$ cat config.mk
export PLATFORM = sky130hd
export DESIGN_NAME = parity_err_counter
export DESIGN_NICKNAME = d
export VERILOG_FILES = /design/src/rtl/parity_err_counter.sv
export SDC_FILE = /design/constraint.sdc
export NUM_CORES = 1
export LEC_CHECK = 0
export ABC_AREA = 1
export CAP_MARGIN = 20
export CORE_AREA = 5 5 42 44
export CTS_CLUSTER_SIZE = 10
export DETAILED_ROUTE_END_ITERATION = 12
export DIE_AREA = 0 0 47 49
export GPL_TIMING_DRIVEN = 1
export PLACE_DENSITY = 0.63
export RECOVER_POWER = 50
export SLEW_MARGIN = 20
export SYNTH_ARGS = -nofsm -noshare
export SYNTH_HDL_FRONTEND = slang
export SYNTH_SLANG_ARGS = --single-unit
$ cat constraint.sdc
create_clock -name clk -period 1.3 [get_ports clk]
set_clock_uncertainty 0.1 [all_clocks]
set_input_delay 0.26 -clock clk [delete_from_list [all_inputs] [get_ports clk]]
set_output_delay 0.26 -clock clk [all_outputs]
set_load 0.03 [all_outputs]
$ cat src/rtl/parity_err_counter.sv
// ---------------------------------------------------------------------------
// parity_err_counter
//   Saturating error counter with sticky flag.
//   clk, reset : clock, synchronous active-high reset
//   inc        : count one errored result
//   clear      : zero count and sticky; wins over a coincident inc
//   count      : saturating count, holds at all-ones
//   sticky     : set by any inc, cleared only by clear or reset
// ---------------------------------------------------------------------------
module parity_err_counter #(
   parameter int unsigned CNT_WIDTH = 8
) (
   input  logic                 clk,
   input  logic                 reset,
   input  logic                 inc,
   input  logic                 clear,
   output logic [CNT_WIDTH-1:0] count,
   output logic                 sticky
);

   logic [CNT_WIDTH-1:0] count_q, count_d;
   logic                 sticky_q, sticky_d;

   always_comb begin
      count_d  = count_q;
      sticky_d = sticky_q;
      if (clear) begin
         count_d  = '0;
         sticky_d = 1'b0;
      end else if (inc) begin
         sticky_d = 1'b1;
         if (count_q != '1) begin
            count_d = count_q + 1'b1;
         end
      end
   end

   always_ff @(posedge clk) begin
      if (reset) begin
         count_q  <= '0;
         sticky_q <= 1'b0;
      end else begin
         count_q  <= count_d;
         sticky_q <= sticky_d;
      end
   end

   assign count  = count_q;
   assign sticky = sticky_q;

endmodule

### After elaboration in Yosys (flattened, before gate mapping)

Index checks and enable logic that the tools add are counted.
Widths: inputs -> output; s select.

* add/subtract/negate cells: 1
* equal/unequal tests: 1
* reductions and logical operators: 2

Operator list (count)
* $add 8x1->8 const B: 1
* $ne 8x8->1 const B: 1
* $reduce_and 2->1: 1
* $reduce_or 2->1: 1

* register bits after elaboration: 9
* bits of input ports: 4

### Logic depth before layout (Yosys ltp)

Gate-level depths: netlist of run 1.

* word-level depth: 2
* gate-level depth with buffers: 8
* depth with buffers taken out: 7

### Least setup slack after synthesis of run 1

Ideal clock, no wire load.

* path type: register -> register
* from: register count_q[0], in the netlist count[0]
* to: register count_q[5], in the netlist count[5]
* arrival: 1356 ps
* setup time: 116 ps
* clock period less this slack: 1572 ps
* slack: -272 ps
* stages on the path, launching flop included: 8
* buffers on the path: 1
* path through: dfxtp_1 ha_1 nand2_1 nor2_1 nand2_2 buf_6 a21oi_1 nor2_1

* longest elaborated chain between the ends: 2
* elaborated cells on any way between the ends: 3
* those cells by class: add/sub (1); eq/ne (1); reduce/logical (1)

Ends and longest elaborated chain
* start, declared: RTL line 21 `logic [CNT_WIDTH-1:0] count_q, count_d;`
* start signal, assigned: RTL line 43 `count_q <= count_d;`
* branches (longest 2 deep; another with $add 8x1->8)

Parallel ways; which one is timed is not known.
A chain may end at the register's enable or synchronous reset.

### Worst setup path in the final report of run 1

* from: register count_q[1], in the netlist count[1]
* to: output port count[1]

RTL lines
* end, declared: RTL line 17 `output logic [CNT_WIDTH-1:0] count,`

No word-level cell between the ends.

==> metrics.csv, run 1 <==
stage,metric,value,unit
synthesis,ys_ff_latch,9,
grt,grt_max_degree,8,
detailed_routing,ant_nets,0,
placement,dp_hpwl,780,um
clock_network,cts_made_buffers,3,
clock_network,htree_levels,1,
sta,finalSetupViolCount,0,
detailed_routing,wl_per_cell,9.97,um
floorplan,num_rows,14,
floorplan,die_w,47,um
sta,relSlewSlack,87.4,%
sta,worst_pin_slew,188,ps
worst_setup_path,setup.worst_path.start_class,flop,
worst_setup_path,r2r_end,count[2],
finish,nFillCells,155,
power,ir_worst_vdd,0.546,mV
detailed_routing,routed_via_density,4.62,
grt,grt_use_total,10.5,%
clock_network,cts_tree,done,
clock_network,clock_latency,260,ps
clock_network,cts_setup_buffers,0,
synthesis,syn_area_per_cell,6.93,um2
synthesis,synthesis.nets,72,
floorplan,die_y,49,um
sta,fmax,790,MHz
hold_path,hp-class,reg -> reg,
finish,layout-drive-gt1-share,48.4,%
power,cellLeakagePower,0.325,nW
worst_setup_path,rr_startpoint,count[1],
synthesis,netlist-cell-type-count,15,
grt,use_met2,14.9,%
synthesis,yosys.area.top_type_share,38.8,%
finish,final_cell_mix,"nand2_1 (15), buf_4 (12), nor2_1 (9), nand3_1 (7), inv_1 (6)",
synthesis,synth_area_leader_cell,dfxtp_1,
detailed_routing,drt_iter0_markers,8,
finish,stdcell_area,732,um2
power,p_total,0.558,mW
worst_setup_path,crit_path_end_kind,output pin,
worst_setup_path,critPathKind,reg -> out,
clock_network,cts-root-buf,clkbuf_4,
finish,diodes,0,
job,cap_viol_max_count,0,
finish,mostFrequentLayoutCell,nand2_1,
worst_setup_path,r2r_cells,7,
synthesis,synth_area,464,um2
grt,overflow,0,
grt,grt_busiest_layer,met2,
grt,grt_pass1_vias,427,
synthesis,yosysSeqAreaShare,38.8,%
sta,hold_viol_final,0,
clock_network,clock_path_buffers,2,
clock_network,clk_pin_slew_worst_paths,60,ps
placement,port_buffers,12,
finish,final_net_count,97,
floorplan,boundaryPins,13,
worst_setup_path,rrSetupSlack,90,ps
worst_setup_path,critPathMaxFanout,3,
detailed_routing,dr_total_vias,494,
placement,gp_congestion,0.718,
grt,gr-usage-met3,2.21,%
grt,use_met1,13.7,%
clock_network,clock_sinks,9,
detailed_routing,post-route-drc-count,0,
detailed_routing,first_pass_iters,4,
grt,grt_pass1_wl,1750,um
clock_network,cts_hold_buf,0,
synthesis,netlist_instances,67,
hold_path,hold_end,count[6],
hold_path,holdPathStages,2,
worst_setup_path,required,940,ps
sta,period_needed,1270,ps
worst_setup_path,critical_path_arrival,910,ps
hold_path,min_from,count[6],
floorplan,die-area,2300,um2
detailed_routing,detail_route.wirelength,1070,um
sta,min_period_over_period,97.3,%
floorplan,core,1400,um2
sta,final_max_slew_viol_count,0,
finish,areaGrowthSynthToFinish,57.7,%
synthesis,yosysWarnings,0,
floorplan,start_util,33.1,%
run_status,outcome,completed,
synthesis,synth_area_leaders,"dfxtp_1 (39%), nand2_1 (14%), nor2_1 (8.9%)",
power,p_per_area,762,nW/um2
grt,antenna_found_initial,0,
placement,post_dp_cell_area,672,um2
[flip-flops by register name, indices dropped and copies added (netlist names)]
register / cells
count: 8
sticky: 1
[report_power, final]
part	switching, mW	total, mW	internal (mW)
sequential	0.00284	0.279	0.276
combinational	0.0301	0.0567	0.0266
clock	0.103	0.222	0.119
total	0.136	0.558	0.422
[per-layer routing]
metal | vias up | routed length (um)
met2 | 11 | 517
met5 | - | 0
met3 | 2 | 66
met4 | 0 | 14
li1 | 261 | -
met1 | 220 | 468
[cells by family (layout without fill, tap and decap cells)]
group,Yosys count,count (layout),synth area share [%]
compound gates,8,8,8.89
fa+ha+maj,1,1,2.69
simple gates,40,41,39.6
flops,9,9,38.8
xor+xnor,1,1,1.89
buf+inv,8,31,8.08
[cell usage after synthesis, drive strengths merged]
cell and n:
a21oi 7, nand2 18, nor3 1, nor2 14
dfxtp 9, a31oi 1, ha 1, nand3 7
inv 7, buf 1, xor2 1
[worst max-delay path, cell delays in order (launching register included)]
cell,delay [ps]
dfxtp_4,350
buf_4,130
buf_4,160
[through the flow]
stage / TNS, ps / setup WS, ps / utilization [%] / hold slack (ps) / instances
floorplan: -27.2 / -7.48 / - / 289 / 67
global placement: -929 / -219 / 47.9 / 352 / 102
detailed placement: -985 / -239 / 47.9 / 373 / 102
CTS: 0 / 14.8 / 50.3 / 386 / 107
global route: -0.0149 / -0.0149 / 52.2 / 410 / 107
finish: 0 / 34.6 / 52.2 / 383 / 107
[how the worst max path moves through the flow]
stage	startpoint	to	slack [ps]	depth (start not counted)
final	count[1]	count[1]	30	2
after CTS	count[1]	count[2]	10	7
after floorplan	count[0]	count[5]	-7	7
after global placement	inc	count[4]	-220	6
after global routing	count[1]	count[3]	-0.01	7
after detailed placement	inc	count[4]	-240	6
[final cells by class]
class                           count  area (um2)  share of cell area, %
Multi-Input combinational cell     51         314                   42.9
Sequential cell                     9         194                   26.5
Timing Repair Buffer               20         151                   20.7
Clock buffer                        4        26.3                   3.59
Inverter                            7        26.3                   3.59
Tap cell                           16        20.0                   2.74
[repair_timing]
action	in CTS	in global routing
hold endpoints to repair	0	0
pin swaps	1	1
gates resized for setup	1	10
cloned	1	0
endpoints found under the setup margin	2	7
Note: power is estimated with default switching activity, not from simulation.
==> inputs of run 2 (changes only) <==
- CTS_BUF_LIST: default -> sky130_fd_sc_hd__clkbuf_4
- GPL_TIMING_DRIVEN: 1 -> default
- PLACE_DENSITY: 0.63 -> 0.74
==> run 2 against run 1 <==
Effect of this change:
- sequential share of layout area decreased by 0.50 points
- via count increased by 0.61%
- worst hold slack got worse by 44 ps
- global-route usage increased by 0.42 points
- worst setup slack got worse by 6.5 ps
- cell count unchanged
- clock power increased by 9.5%
- critical path type is now reg -> reg
- critical endpoint is now count[1]
- highest routed layer unchanged
==> metrics.csv, run 2 (synthesized netlist as in run 1, its figures left out) <==
stage,metric,value,unit,change
detailed_routing,wl_per_cell,11.2,um,+12%
worst_setup_path,crit_path_start,count[1],,
worst_setup_path,cpPeakStageDelay,360,ps,about the same
floorplan,die_w,47,um,unchanged
grt,overflow,0,,unchanged
worst_setup_path,path_cells,"ha_4, nand2_1, nor2_4, nand2_4, nand2_1, nand2_1, a21oi_2",,
clock_network,cts_made_buffers,3,,unchanged
finish,areaGrowthSynthToFinish,62.8,%,
sta,period_needed,1270,ps,+6.51 ps
floorplan,boundaryPins,13,,unchanged
worst_setup_path,r2r_end,count[1],,
grt,antenna_found_initial,0,,unchanged
sta,finalWorstSetupSlack,28.1,ps,-6.51 ps
power,p_sw,0.138,mW,+1.4%
worst_setup_path,crit_path_end_kind,flop,,
finish,largest_reg_flops,8,,unchanged
job,cap_viol_max_count,0,,unchanged
floorplan,die-area,2300,um2,unchanged
clock_network,htree_levels,1,,unchanged
hold_path,holdPathStages,4,,+2
placement,port_buffers,12,,unchanged
sta,min_period_over_period,97.8,%,+0.50 points
power,p_clk_share,42.1,%,+2.4 points
placement,dp_hpwl,831,um,+6.5%
worst_setup_path,path_common_cell,nand2_1,,
worst_setup_path,rr_startpoint,count[1],,
power,p_per_area,765,nW/um2,+0.42%
power,ir_worst_vdd,0.522,mV,-4.4%
grt,grt_use_total,10.9,%,+0.42 points
grt,grt_pass1_wl,1880,um,+7.1%
detailed_routing,drt_iter0_markers,7,,-1
finish,mostFrequentLayoutCell,nand2_1,,
power,cellLeakagePower,0.341,nW,+4.9%
sta,final_max_slew_viol_count,0,,unchanged
finish,stdcell_area,756,um2,+3.2%
power,power.internal,0.440,mW,+4.4%
power,swShare,23.9,%,-0.53 points
sta,fmax,786,MHz,-0.51%
sta,worst_pin_slew,214,ps,+25.8 ps
worst_setup_path,rrSetupSlack,30,ps,-60 ps
run_status,outcome,completed,,
clock_network,clock_latency,270,ps,about the same
detailed_routing,ant_nets,0,,unchanged
power,p_comb_share,10.0,%,-0.2 points
hold_path,hold_end,count[0],,
finish,final_net_count,97,,unchanged
worst_setup_path,required,1400,ps,+460 ps
sta,relSlewSlack,85.7,%,-1.7 points
placement,gp_congestion,0.705,,-1.8%
detailed_routing,dr_total_vias,497,,+0.61%
finish,diodes,0,,unchanged
grt,grt_pass1_vias,471,,+10%
floorplan,start_util,33.1,%,unchanged
floorplan,num_rows,14,,unchanged
placement,pre_cts_ws,-249,ps,-10.1 ps
sta,finalSetupViolCount,0,,unchanged
sta,hold_viol_final,0,,unchanged
worst_setup_path,critical_path_arrival,1370,ps,+460 ps
sta,tns,0,ps,unchanged
sta,hold_ws,339,ps,-44.2 ps
clock_network,cts_tree,done,,
floorplan,core,1400,um2,unchanged
finish,final_cell_mix,"nand2_1 (14), buf_4 (10), nor2_1 (8), nand3_1 (7)",,
worst_setup_path,cp_slowest_cell,dfxtp_4,,
worst_setup_path,setup.worst_path.start_class,flop,,
power,p_seq_share,47.9,%,-2.2 points
clock_network,cts_hold_buf,0,,unchanged
placement,post_dp_cell_area,664,um2,-1.1%
worst_setup_path,r2r_cells,7,,unchanged
detailed_routing,routed_via_density,4.64,,+0.61%
hold_path,hp-class,in -> reg,,
worst_setup_path,critPathMaxFanout,6,,+3
detailed_routing,post-route-drc-count,0,,unchanged
clock_network,cts-root-buf,clkbuf_4,,
detailed_routing,first_pass_iters,4,,unchanged
floorplan,die_y,49,um,unchanged
detailed_routing,detail_route.wirelength,1200,um,+12%
clock_network,clk_pin_slew_worst_paths,70,ps,about the same
clock_network,clock_path_buffers,2,,unchanged
finish,layout-drive-gt1-share,52.7,%,+4.4 points
clock_network,clock_sinks,9,,unchanged
worst_setup_path,critPathKind,reg -> reg,,
hold_path,min_from,inc,,
grt,grt_max_degree,13,,+5
[run 2: critical path: cells and delay by family, from the launching register on]
kind | cells | cell delay [ps]
flip-flops | 1 | 360
AO/OA/AOI/OAI | 1 | 120
adder cells (fa/ha/maj) | 1 | 140
AND/OR/NAND/NOR | 5 | 490
[run 2: worst max path at each step]
stage	end	slack (ps)
after floorplan	count[5]	-7
after global placement	count[4]	-210
after detailed placement	count[4]	-250
after CTS	count[1]	6
after global routing	count[1]	-40
final	count[1]	30
[run 2: cell type report]
class	count	area [um2]
Fill cell	137	646
Multi-Input combinational cell	51	328
Sequential cell	9	196
Timing Repair Buffer	20	155
Clock buffer	4	30.0
Inverter	7	26.3
Tap cell	16	20.0
[run 2: metrics by stage]
step / power [mW] / instances / util (%)
global placement: 0.340 / 101 / 47.4
CTS: 0.582 / 105 / 50.1
global route: 0.608 / 107 / 53.9
finish: 0.578 / 107 / 53.9
detailed placement: 0.342 / 101 / 47.4
floorplan: 0.311 / 67 / -
[run 2: metal layers]
metal  up-vias  global-route usage, %  share of wire [%]
met3         4                   3.32                5.8
met1       217                   12.6                 44
met2        15                   17.4                 49
met4         0                   5.53                1.8
met5         -                      0                  0
li1        261                      -                  -
[run 2: timing repair]
action / CTS / global route
setup buffers: 0 / 1
setup endpoints to repair: 2 / 7
pin swaps: 1 / 5
gates cloned: 0 / 1
resized for setup: 2 / 15
[run 2: power by group through the flow]
stage	Sequential [mW]	Combinational, mW	Clock [mW]
final	0.277	0.0580	0.243
after global routing	0.277	0.0631	0.267
after floorplan	0.294	0.0173	0
after global placement	0.285	0.0549	0
after detailed placement	0.285	0.0561	0
after CTS	0.279	0.0564	0.247
